$ cat config.mk
export PLATFORM = sky130hd
export DESIGN_NAME = tag_nios_system_sram_arbiter
export DESIGN_NICKNAME = d
export VERILOG_FILES = /design/src/rtl/tag_nios_system_sram_arbiter.sv
export SDC_FILE = /design/constraint.sdc
export NUM_CORES = 1
export LEC_CHECK = 0
export CAP_MARGIN = 20
export CORE_MARGIN = 4
export CORE_UTILIZATION = 30
export DETAILED_ROUTE_END_ITERATION = 10
export PLACE_DENSITY = 0.83
export SETUP_SLACK_MARGIN = 0.05
export SYNTH_ARGS = -nofsm -noshare
export SYNTH_HDL_FRONTEND = slang
export SYNTH_SLANG_ARGS = --single-unit
$ cat constraint.sdc
create_clock -name clk -period 2.9 [get_ports clk]
set_input_delay 0.29 -clock clk [delete_from_list [all_inputs] [get_ports clk]]
set_output_delay 0.29 -clock clk [all_outputs]
set_load 0.01 [all_outputs]
$ cat src/rtl/tag_nios_system_sram_arbiter.sv
// Two-port round-robin arbiter in front of a single-port synchronous SRAM.
// Latency: commands are granted in the request cycle; read data returns 2 cycles after acceptance.
// Backpressure: the losing requester sees mN_waitrequest high; waitrequest is high on both ports during reset.
//
// Ports:
//   clk, reset                      sole clock, asynchronous active-high reset
//   mN_address/read/write           requester N command (N=0,1); read+write together counts as a write
//   mN_writedata/byteenable         requester N write payload
//   mN_waitrequest                  requester N command not accepted this cycle
//   mN_readdata/readdatavalid       requester N read return, readdata holds between pulses
//   mem_*                           SRAM command (combinational from the granted port), mem_readdata next cycle
//
// Build option: define SRAM_ARB_FIXED_PRIORITY_EN to make port 0 always win
// contention (no last-grant register); otherwise arbitration is round-robin.
module tag_nios_system_sram_arbiter #(
  parameter int          NUM_WORDS = 13312,
  parameter logic [31:0] OOR_DATA  = 32'hDEADBEEF
) (
  input  logic        clk,
  input  logic        reset,
  input  logic [13:0] m0_address,
  input  logic        m0_read,
  input  logic        m0_write,
  input  logic [31:0] m0_writedata,
  input  logic [3:0]  m0_byteenable,
  output logic        m0_waitrequest,
  output logic [31:0] m0_readdata,
  output logic        m0_readdatavalid,
  input  logic [13:0] m1_address,
  input  logic        m1_read,
  input  logic        m1_write,
  input  logic [31:0] m1_writedata,
  input  logic [3:0]  m1_byteenable,
  output logic        m1_waitrequest,
  output logic [31:0] m1_readdata,
  output logic        m1_readdatavalid,
  output logic [13:0] mem_address,
  output logic [3:0]  mem_byteenable,
  output logic [31:0] mem_writedata,
  output logic        mem_chipselect,
  output logic        mem_write,
  input  logic [31:0] mem_readdata
);

  // One extra bit so NUM_WORDS up to 16384 compares cleanly against a 14-bit address.
  localparam logic [14:0] WORDS_LIMIT = 15'(NUM_WORDS);

  logic        req0, req1;
  logic        grant0, grant1, granted;
  logic [13:0] sel_address;
  logic        sel_write;
  logic        sel_oor;
  logic        rd_accept;

  // Read pipeline stage 1: tag travelling alongside the SRAM access.
  logic        s1_vld;
  logic        s1_port;
  logic        s1_oor;

  assign req0 = m0_read | m0_write;
  assign req1 = m1_read | m1_write;

`ifdef SRAM_ARB_FIXED_PRIORITY_EN
  assign grant0 = req0 & ~reset;
`else
  // last_grant == 1 means port 1 was served most recently, so port 0 wins a tie.
  logic last_grant;

  assign grant0 = req0 & (~req1 | last_grant) & ~reset;

  always_ff @(posedge clk or posedge reset) begin
    if (reset) begin
      last_grant <= 1'b1;
    end else if (grant0 | grant1) begin
      last_grant <= grant1;
    end
  end
`endif

  assign grant1  = req1 & ~grant0 & ~reset;
  assign granted = grant0 | grant1;

  assign m0_waitrequest = reset | (req0 & ~grant0);
  assign m1_waitrequest = reset | (req1 & ~grant1);

  always_comb begin
    sel_address    = m0_address;
    sel_write      = m0_write;
    mem_writedata  = m0_writedata;
    mem_byteenable = m0_byteenable;
    if (grant1) begin
      sel_address    = m1_address;
      sel_write      = m1_write;
      mem_writedata  = m1_writedata;
      mem_byteenable = m1_byteenable;
    end
  end

  assign sel_oor     = ({1'b0, sel_address} >= WORDS_LIMIT);
  assign mem_address = sel_address;
  // Out-of-range commands never reach the SRAM; reads are answered from OOR_DATA instead.
  assign mem_chipselect = granted & ~sel_oor;
  assign mem_write      = granted & sel_write & ~sel_oor;
  // Read+write together is a write, so only a pure read enters the return pipeline.
  assign rd_accept      = granted & ~sel_write;

  always_ff @(posedge clk or posedge reset) begin
    if (reset) begin
      s1_vld  <= 1'b0;
      s1_port <= 1'b0;
      s1_oor  <= 1'b0;
    end else begin
      s1_vld  <= rd_accept;
      s1_port <= grant1;
      s1_oor  <= sel_oor;
    end
  end

  // Stage 2: mem_readdata is valid while stage 1 holds the tag; capture into the issuing port only.
  always_ff @(posedge clk or posedge reset) begin
    if (reset) begin
      m0_readdatavalid <= 1'b0;
      m1_readdatavalid <= 1'b0;
      m0_readdata      <= '0;
      m1_readdata      <= '0;
    end else begin
      m0_readdatavalid <= s1_vld & ~s1_port;
      m1_readdatavalid <= s1_vld & s1_port;
      if (s1_vld & ~s1_port) begin
        m0_readdata <= s1_oor ? OOR_DATA : mem_readdata;
      end
      if (s1_vld & s1_port) begin
        m1_readdata <= s1_oor ? OOR_DATA : mem_readdata;
      end
    end
  end

endmodule

==> qor.yml <==
sta:
  finalCritPeriodShare: 0.957
  skew_ns: 0.00620
  fmax_ghz: 0.360
  report.final.slew_viol_count: 0
  finalCriticalPeriod_ns: 2.78
  tns_ns: 0
  rsz0062_at_grt: "false"
  hold_viol: 0
  tightest_slew_ns: 0.605
  slew-limit-headroom: 0.597
  setup_viol: 0
die:
  coreArea_sq_mm: 0.0105
  initial_utilization: 0.312
  die_area_sq_mm: 0.0126
  ios: 258
  core.rowCount: 37
  die_y_um: 112
  die_w_um: 112
final_layout:
  area_delta_synth_final_pct: 91.4
  nets: 720
  drive_gt1_frac: 0.141
  antenna_cells: 0
  fill_cells: 879
synth:
  synth_top_area_frac: 0.528
  yosysWarnings: 0
  synth_seq_area_share: 0.536
  avgSynthCellArea_sq_um: 10.0
  synth-edff-count: 0
  syn_nets: 464
  syn_area_sq_mm: 0.00327
  synth.distinct_cells: 22
  synth-main-ff-cell: "dfrtp_1"
  synth.area.top_cells: "dfrtp_1 (53%), mux2_2 (17%), o21ai_0 (10%)"
  yosysMostFrequentCell: "dfrtp_1"
  synth_commonest_cells: "dfrtp_1 (69), nand2_1 (65), o21ai_0 (65)"
  netlist.top_cell.by_area: "dfrtp_1"
  synthCells: 326
  ys_ff_latch: 70
  postSynth.asyncResetShare: 1.00
worst_setup_path:
  reg2reg_to: "s1_oor"
  cp-end-kind: "output port"
  crit_path_top_delay_cell: "dfstp_2"
  reg2reg_slack_ns: 1.50
  reg2reg_depth: 3
  crit_start: "last_grant"
  cp-endpoint: "mem_writedata[0]"
  path_cells: "inv_1 -> o221ai_4 -> buf_4 -> buf_12 -> mux2_2 -> clkdlybuf4s50_1"
  crit_required_ns: 2.61
  crit_type: "reg2out"
  worst_ep_arrival_time_ns: 2.49
  worst_path_largest_cell_delay_ns: 0.56
  rr_startpoint: "last_grant"
  cp_max_fo: 25
  crit_path_start_kind: "flop"
clock_tree:
  hold_buffers: 0
  cts_resized: 0
  cts-root-buf: "clkbuf_8"
  cts_max_level: 3
  clockBufferDepth: 2
  clkTransAtPathRegs_ns: 0.08
  clock_latency_ns: 0.33
  cts_tree: "built"
  numCtsBuffers: 9
  cts_sinks: 70
drt:
  drtIter0Drc: 227
  drt-total-wl_mm: 14.5
  ant_nets: 0
  dr.pass1.iters: 4
  wl_per_cell_um: 20.0
  vias: 3424
  drc: 0
  via_per_inst: 4.74
power_and_ir_drop:
  peakVddDrop_uv: 292
  power.leakage_nw: 2.66
  p_total_mw: 3.74
  p_per_area_mw_per_mm2: 598
placement:
  dp_hpwl_mm: 11.9
  place.gp.congestion: 0.954
  io_buffers: 257
run:
  maxCapViolCount: 0
status:
  status: "complete, no violations"
grt:
  grt_pass1_wl_mm: 21.3
  overflow: 0
  grt_pass1_vias: 3646
  grt_max_degree: 66
  antenna_found_initial: 1
  track_usage: 0.222
hold_path:
  hold_class: "reg2reg"
state kept, by name, summed over array words and instances, names as in the netlist:
name              cells
m1_readdata          32
last_grant            1
m0_readdatavalid      1
m1_readdatavalid      1
s1_oor                1
s1_vld                1
s1_port               1
m0_readdata          32
stage by stage:
stage | instance area [sq um] | hold WS, ns | util | setup WS, ns | std cells
floorplan | 3270 | 0.456 | - | 0.318 | 326
global placement | 5970 | 0.462 | 0.571 | 0.217 | 701
detailed placement | 5970 | 0.469 | 0.571 | 0.158 | 701
CTS | 6170 | 0.486 | 0.590 | 0.0694 | 717
global route | 6260 | 0.508 | 0.598 | 0.0359 | 723
finish | 6260 | 0.482 | 0.598 | 0.124 | 723
logic make-up after synthesis:
logic type | after synthesis | share of synthesized area
AND/OR/NAND/NOR | 102 | 0.126
AO/OA/AOI/OAI | 75 | 0.128
flip-flops | 70 | 0.536
multiplexers | 51 | 0.175
buffers and inverters | 28 | 0.0341
worst max-delay path: cells and delay by family, from the launching register on:
family                 cells  cell delay, ns
AO/OA/AOI/OAI              1            0.23
multiplexers               1            0.37
flip-flops                 1            0.56
buffers and inverters      4            1.00
layout by cell type (no fill, tap or decap), types with 2 or more instances in the layout:
master	n
clkdlybuf4s50_1	257
dfrtp_1	69
o21ai_0	65
nand2_1	64
mux2_2	50
nor2_1	25
clkbuf_8	9
nand2b_1	8
buf_4	6
inv_1	5
clkinvlp_4	3
buf_12	3
o31ai_1	2
o211ai_1	2
a21oi_1	2
clkinv_2	2
layout make-up:
type	count	area, sq um	share of cell area
clock inverter	7	72.6	0.0116
inverter	6	26.3	0.00420
multi-input combinational	228	1410	0.225
sequential	70	1750	0.280
tap	136	170	0.0272
timing repair buffer	267	2700	0.432
clock buffer	9	124	0.0198
what timing repair did:
| action | in CTS | in global routing |
|---|---|---|
| setup endpoints to repair | 0 | 36 |
| hold endpoints to repair | 0 | 0 |
| setup buffers | 0 | 3 |
power by group:
group	leakage [nW]	switching (mW)	internal [mW]
Sequential	0.852	0.154	1.25
Clock	0.0956	0.382	0.399
Combinational	1.71	0.637	0.925
Total	2.66	1.17	2.57
layer usage:
layer  track usage  routed length [um]  vias to the layer above  share of wire
met1         0.236                5040                     1624           0.35
li1              -                   -                     1610              -
met3        0.0830                1300                       16          0.090
met5             0                   8                        -        0.00055
met2         0.415                7890                      172           0.54
met4        0.0529                 254                        2          0.018
worst min path at each step:
stage | start | end | cells past startpoint
floorplan | mem_readdata[24] | m0_readdata[24] | 2
global placement | m1_readdata[2] | m1_readdata[2] | 2
detailed placement | m0_readdata[29] | m0_readdata[29] | 2
CTS | m0_readdata[29] | m0_readdata[29] | 2
global route | m0_readdata[29] | m0_readdata[29] | 2
finish | m1_readdata[1] | m1_readdata[1] | 2
(Power assumes the default switching activity.)
==> RTL change 1: new RTL, same settings <==
Set the parameter `NUM_WORDS` to 9984 (it was 13312).
--- a/src/rtl/tag_nios_system_sram_arbiter.sv
+++ b/src/rtl/tag_nios_system_sram_arbiter.sv
@@ -13,7 +13,7 @@
 // Build option: define SRAM_ARB_FIXED_PRIORITY_EN to make port 0 always win
 // contention (no last-grant register); otherwise arbitration is round-robin.
 module tag_nios_system_sram_arbiter #(
-  parameter int          NUM_WORDS = 13312,
+  parameter int          NUM_WORDS = 9984,
   parameter logic [31:0] OOR_DATA  = 32'hDEADBEEF
 ) (
   input  logic        clk,
Formal check against the unedited RTL: not equivalent (a bounded check fails within 4 cycles, from zero or initial values and one cycle with reset high).
==> RTL change 1 against the original RTL <==
  * Synthesized area up 3.3%
  * Worst setup slack better by 0.077 ns
  * Design area up 2.6%
  * Critical path type is now input port to output port
  * Wire length down 9.4%
  * Sequential cell count unchanged
  * Count of clock-buffer cells in the layout up 2
  * Total power up 9.6%
  * Clock power up 41%
==> RTL change 1: results (changes against the original RTL) <==
Critical path
  – Worst-case reg-to-reg path depth: 2 (-1)
  – Critical path peak fanout: 24 (-4.0%)
  – CP arrival: 2.41 ns (-0.08 ns)

Clocking
  – CTS root buf: clkbuf_16
  – PostCTS Resize Cnt: 0 (unchanged)
  – Worst-Skew Late Latency: about 0.32 ns
  – Total CTS buffers: 9 (unchanged)
  – Reg clk slew, reported paths: 0.05 ns (-0.03 ns)
  – Post-CTS setup buffers: 0 (unchanged)
  – Max Root-Sink Buffers: 2 (unchanged)
  – Total number of H-tree levels: 3 (unchanged)

Global route
  – Initial antenna violation count: 1 (unchanged)
  – Gr usage total: 19.9% (-2.3 points)
  – Largest net degree at the start of global routing: 66 (unchanged)
  – Vias in the first global route: 3,590 (-1.5%)
  – First-pass GRT wire length: 19,900 um (-7.0%)

Synthesis
  – Asr flop ratio synth: 100% (unchanged)
  – Mapped Nets: 468 (+0.86%)
  – Post-synthesis sequential area ratio: 51.9% (-1.7 points)
  – Post-synthesis cell type count: 27 (+23%)
  – Synth Flop Type: dfrtp_1
  – Commonest cells post-synth: dfrtp_1 (69), o21ai_0 (67), nand2_1 (65)
  – Syn avg cell area: 10.2 um^2 (+2.1%)
  – Synth top area cells: dfrtp_1 (51%), mux2_2 (10%), o21ai_0 (9.9%), mux2_4 (8.9%), nand2_1 (7.2%)
  – Synthesis Warnings: 0 (unchanged)

Place
  – Placed insts: 711 (+1.4%)
  – Post-Place Setup Slack: 0.189 ns (+0.0302 ns)
  – Port bufs: 257 (unchanged)
  – Placed cell area: 6080 um^2 (+1.8%)
  – GP Congestion: 0.958 (+0.45%)
  – Detailed-placement wirelength estimate: 10,900 um (-8.3%)

Timing
  – Clock Skews: 0.00365 ns (-0.00255 ns)
  – # setup viols final: 0 (unchanged)
  – Worst-margin pin slew: 0.992 ns (+0.387 ns)

Layout
  – Commonest non-fill, non-tap cell in the layout: clkdlybuf4s50_1
  – Layout cells sized above 1: 13.8% (-0.36 points)
  – Post-Layout Cell Count: 729 (+0.83%)
  – Fin nets: 721 (+0.14%)
  – Biggest regs: m0_readdata x32, m1_readdata x32

Power and ir drop
  – Peak VDD IR: 409 uV (+40%)
  – Leak: 2.77 nW (+4.2%)
  – Switching power total: 1.19 mW (+1.2%)

Route
  – Initial DRC count: 255 (+12%)
  – Detailed-route wire length per cell: 18.0 um (-10%)
  – DRT Pass-1 Iters: 4 (unchanged)
  – Via count: 3,399 (-0.73%)

Hold path
  – Worst hold stages: 2 (unchanged)
  – Hold crit path type: flip-flop to flip-flop

Run status
  – Status: complete, no violations
## RTL change 1: cell types whose count changed after synthesis, sizes merged, moves of 2 or more
cell,before,now
or2,0,3
nor2,26,24
o21ai,65,67
nor4b,0,2
## RTL change 1: critical path, cell delays in order
cell and delay, ns:
clkdlybuf4s50_1 0.48, o21bai_1 0.26, or2_2 0.22, buf_6 0.26
mux2_2 0.37, clkdlybuf4s50_1 0.51
## RTL change 1: cells by family (layout without fill, tap and decap cells)
group | after synthesis | after routing | share of synthesized area, %
multiplexers | 50 | 50 | 18.9
buffers and inverters | 27 | 285 | 3.74
other | 0 | 1 | 0
flip-flops | 70 | 70 | 51.9
AO/OA/AOI/OAI | 76 | 76 | 12.0
AND/OR/NAND/NOR | 107 | 107 | 13.5
## RTL change 1: layer usage
layer | wire [um] | vias up | GRT usage, %
li1 | - | 1628 | -
met2 | 6670 | 178 | 34.9
met5 | 0 | - | 0
met4 | 453 | 0 | 8.79
met3 | 1190 | 23 | 6.61
met1 | 4820 | 1570 | 21.8
## RTL change 1: area by class of cell
class,count,area [um^2]
diodes,1,2.50
inverters,5,22.5
multi-input cells,233,1500
repair buffers,264,2650
fillers,928,4510
clock buffers,11,253
well taps,140,175
flip-flops and latches,70,1750
clock inverters,5,57.6
## RTL change 1: path summary, 6_finish.rpt
kind	from	slack, ns	endpoint
max	m1_write	0.20	mem_writedata[18]
min	m0_readdata[14]$_DFFE_PP0P_	0.47	m0_readdata[14]$_DFFE_PP0P_
max reg2reg	s1_vld$_DFF_PP0_	1.32	m1_readdata[18]$_DFFE_PP0P_
min reg2reg	m0_readdata[14]$_DFFE_PP0P_	0.47	m0_readdata[14]$_DFFE_PP0P_
max in group asynchronous	reset	1.80	m1_readdata[15]$_DFFE_PP0P_
min in group asynchronous	reset	0.54	s1_vld$_DFF_PP0_
## RTL change 1: power by group through the flow
stage	Clock, mW	Combinational, mW	Sequential (mW)
floorplan	0	0.440	1.55
global placement	0	1.55	1.43
detailed placement	0	1.59	1.44
CTS	1.13	1.60	1.43
global route	1.17	1.70	1.46
finish	1.10	1.58	1.42
==> RTL change 2: new RTL, config.mk and constraints unchanged <==
Made on the original files. Reset style: synchronous (`reset`), changed in 3 clocked blocks. Comments in the files are not updated.
--- a/src/rtl/tag_nios_system_sram_arbiter.sv
+++ b/src/rtl/tag_nios_system_sram_arbiter.sv
@@ -68,7 +68,7 @@
 
   assign grant0 = req0 & (~req1 | last_grant) & ~reset;
 
-  always_ff @(posedge clk or posedge reset) begin
+  always_ff @(posedge clk) begin
     if (reset) begin
       last_grant <= 1'b1;
     end else if (grant0 | grant1) begin
@@ -104,7 +104,7 @@
   // Read+write together is a write, so only a pure read enters the return pipeline.
   assign rd_accept      = granted & ~sel_write;
 
-  always_ff @(posedge clk or posedge reset) begin
+  always_ff @(posedge clk) begin
     if (reset) begin
       s1_vld  <= 1'b0;
       s1_port <= 1'b0;
@@ -117,7 +117,7 @@
   end
 
   // Stage 2: mem_readdata is valid while stage 1 holds the tag; capture into the issuing port only.
-  always_ff @(posedge clk or posedge reset) begin
+  always_ff @(posedge clk) begin
     if (reset) begin
       m0_readdatavalid <= 1'b0;
       m1_readdatavalid <= 1'b0;
Check against the original RTL: differs if reset is asserted again (counterexample within 4 cycles, from zero or initial values and one cycle with reset high); with reset held inactive, the same outputs for 10 cycles.
==> RTL change 2 against the original RTL <==
  * Count of clock-buffer cells in the layout increased by 1
  * First-iteration DRC count decreased by 22%
  * Sequential cell count unchanged
  * Synthesized cell count increased by 8.6%
  * Synthesized area decreased by 2.5%
  * Sequential share of layout area decreased by 4.7 points
  * Wire length decreased by 5.6%
  * Cell count increased by 2.5%
  * Global-route usage decreased by 0.69 points
  * Design area decreased by 3.8%
  * Register-to-register slack got worse by 0.37 ns
  * Worst setup slack improved by 0.00073 ns
  * Critical path type is now input port to output port
Power is not compared: it rests on default switching activity, and its combinational part moved more than twofold at a synthesized area within 25%.
==> RTL change 2: results (changes against the original RTL) <==
Global route
  – Gr usage total: 21.5% (-0.69 points)
  – First-pass GRT wire length: 20,400 um (-4.3%)
  – Vias in the first global route: 3,662 (+0.44%)
  – Largest net degree at the start of global routing: 68 (+3.0%)
  – Initial antenna violation count: 6 (+5)

Synthesis
  – Synth Flop Type: dfxtp_1
  – Cell count after synthesis: 354 (+8.6%)
  – Post-synthesis sequential area ratio: 44.0% (-9.7 points)
  – Synthesis Warnings: 0 (unchanged)
  – Mapped Nets: 492 (+6.0%)
  – Post-synthesis cell type count: 24 (+9.1%)
  – Commonest cells post-synth: nor2_1 (79), dfxtp_1 (70), mux2_2 (50)
  – Asr flop ratio synth: 0% (-100 points)
  – Synth top area cells: dfxtp_1 (44%), mux2_2 (18%), a211oi_1 (11%), nor2_1 (9.3%), nand2_1 (3.9%)

Place
  – Placed cell area: 5860 um^2 (-1.9%)
  – Port bufs: 257 (unchanged)
  – Detailed-placement wirelength estimate: 11,300 um (-4.7%)
  – GP Congestion: 0.922 (-3.4%)
  – Placed insts: 725 (+3.4%)
  – Post-Place Setup Slack: 0.121 ns (-0.0371 ns)

Critical path
  – Max stage delay on crit path: 0.50 ns (-0.06 ns)
  – Crit-path slowest cell: clkdlybuf4s50_1
  – R2r setup slk: 1.13 ns (-0.37 ns)
  – Worst-case reg-to-reg path depth: 4 (+1)
  – Critical path peak fanout: 25 (unchanged)
  – Worst r2r src: s1_vld$_SDFF_PP0_
  – Worst R2R End: m0_readdata[26]$_SDFFE_PP0P_

Run status
  – Status: complete, no violations

Hold path
  – Hold crit path type: input port to flip-flop
  – Hold Crit Start: reset
  – Worst Hold End: last_grant$_SDFFE_PP1N_

Clocking
  – Worst-Skew Late Latency: 0.33 ns (about the same)
  – Total number of H-tree levels: 3 (unchanged)
  – Post-CTS setup buffers: 0 (unchanged)

Timing
  – Clock Skews: 0.00810 ns (+0.00190 ns)
  – Worst Hold Slack: 0.291 ns (-0.191 ns)
  – Worst-margin pin slew: 1.00 ns (+0.400 ns)

Layout
  – Fin nets: 738 (+2.5%)
  – Layout cells sized above 1: 12.9% (-1.2 points)
  – Multi-input gate area: 1640 um^2 (+16%)
  – Filler cells: 896 (+1.9%)

Power and ir drop
  – Leak: approximately 2.1 nW
  – Internal: between 1.5 and 2 mW

Route
  – Via count: 3,536 (+3.3%)
  – Vias/cell: 4.77 (+0.76%)
  – Initial DRC count: 178 (-22%)
  – Drt total wl: 13,700 um (-5.6%)

Job
  – Number of max-cap violations: 0 (unchanged)
-- RTL change 2: cell count changes after synthesis, moves of 5 or more --
cell,before,now
a21oi_1,2,18
o21ai_0,65,0
dfrtp_1,69,0
buf_6,0,5
dfxtp_1,0,70
nor2b_1,1,9
nand2_1,65,33
clkbuf_1,16,10
nand2b_1,9,1
nor2_1,25,79
a211oi_1,0,48
buf_1,1,10
inv_1,6,1
-- RTL change 2: power groups by stage --
| stage | logic (mW) | clock network, mW | registers [mW] |
|---|---|---|---|
| final | 0.767 | 0.638 | 1.05 |
| after global routing | 0.815 | 0.708 | 1.05 |
| after CTS | 0.775 | 0.664 | 1.05 |
| after detailed placement | 0.771 | 0 | 1.07 |
| after global placement | 0.761 | 0 | 1.07 |
| after floorplan | 0.270 | 0 | 1.09 |
-- RTL change 2: final cells by class --
cell class	instances	area share, %
multi-input combinational	254	27.3
tap	136	2.83
timing repair buffer	264	44.0
antenna	1	0.0416
sequential	70	23.3
clock inverter	5	0.457
clock buffer	10	2.12
inverter	1	0.0624
-- RTL change 2: logic make-up (layout without fill, tap and decap cells) --
group / count (synthesis) / count (layout) / share of synthesized area (%)
simple gates: 129 / 129 / 17.0
compound gates: 74 / 74 / 16.0
flops: 70 / 70 / 44.0
mux: 51 / 51 / 18.1
buf+inv: 30 / 280 / 4.87
other cells: 0 / 1 / 0
-- RTL change 2: how the worst max path moves through the flow --
| stage | startpoint | endpoint | slack [ns] | cells after the start |
|---|---|---|---|---|
| after floorplan | m0_write | mem_address[0] | 1.21 | 4 |
| after global placement | m0_write | mem_writedata[17] | 0.15 | 7 |
| after detailed placement | m0_write | mem_writedata[17] | 0.12 | 7 |
| after CTS | m0_write | mem_writedata[17] | 0.12 | 7 |
| after global routing | m0_write | mem_writedata[17] | 0.06 | 7 |
| final | m0_write | mem_writedata[17] | 0.13 | 7 |
-- RTL change 2: critical path: cells and delay by family --
family / cells / cell delay, ns
mux: 1 / 0.38
compound gates: 1 / 0.25
buf+inv: 4 / 1.35
simple gates: 1 / 0.20
-- RTL change 2: routing by layer --
metal | GRT usage (%) | up-vias | wire length (um)
met5 | 0 | - | 57
met4 | 11.1 | 10 | 671
met3 | 8.73 | 40 | 1260
met2 | 38.6 | 153 | 6980
met1 | 21.2 | 1609 | 4710
li1 | - | 1724 | -
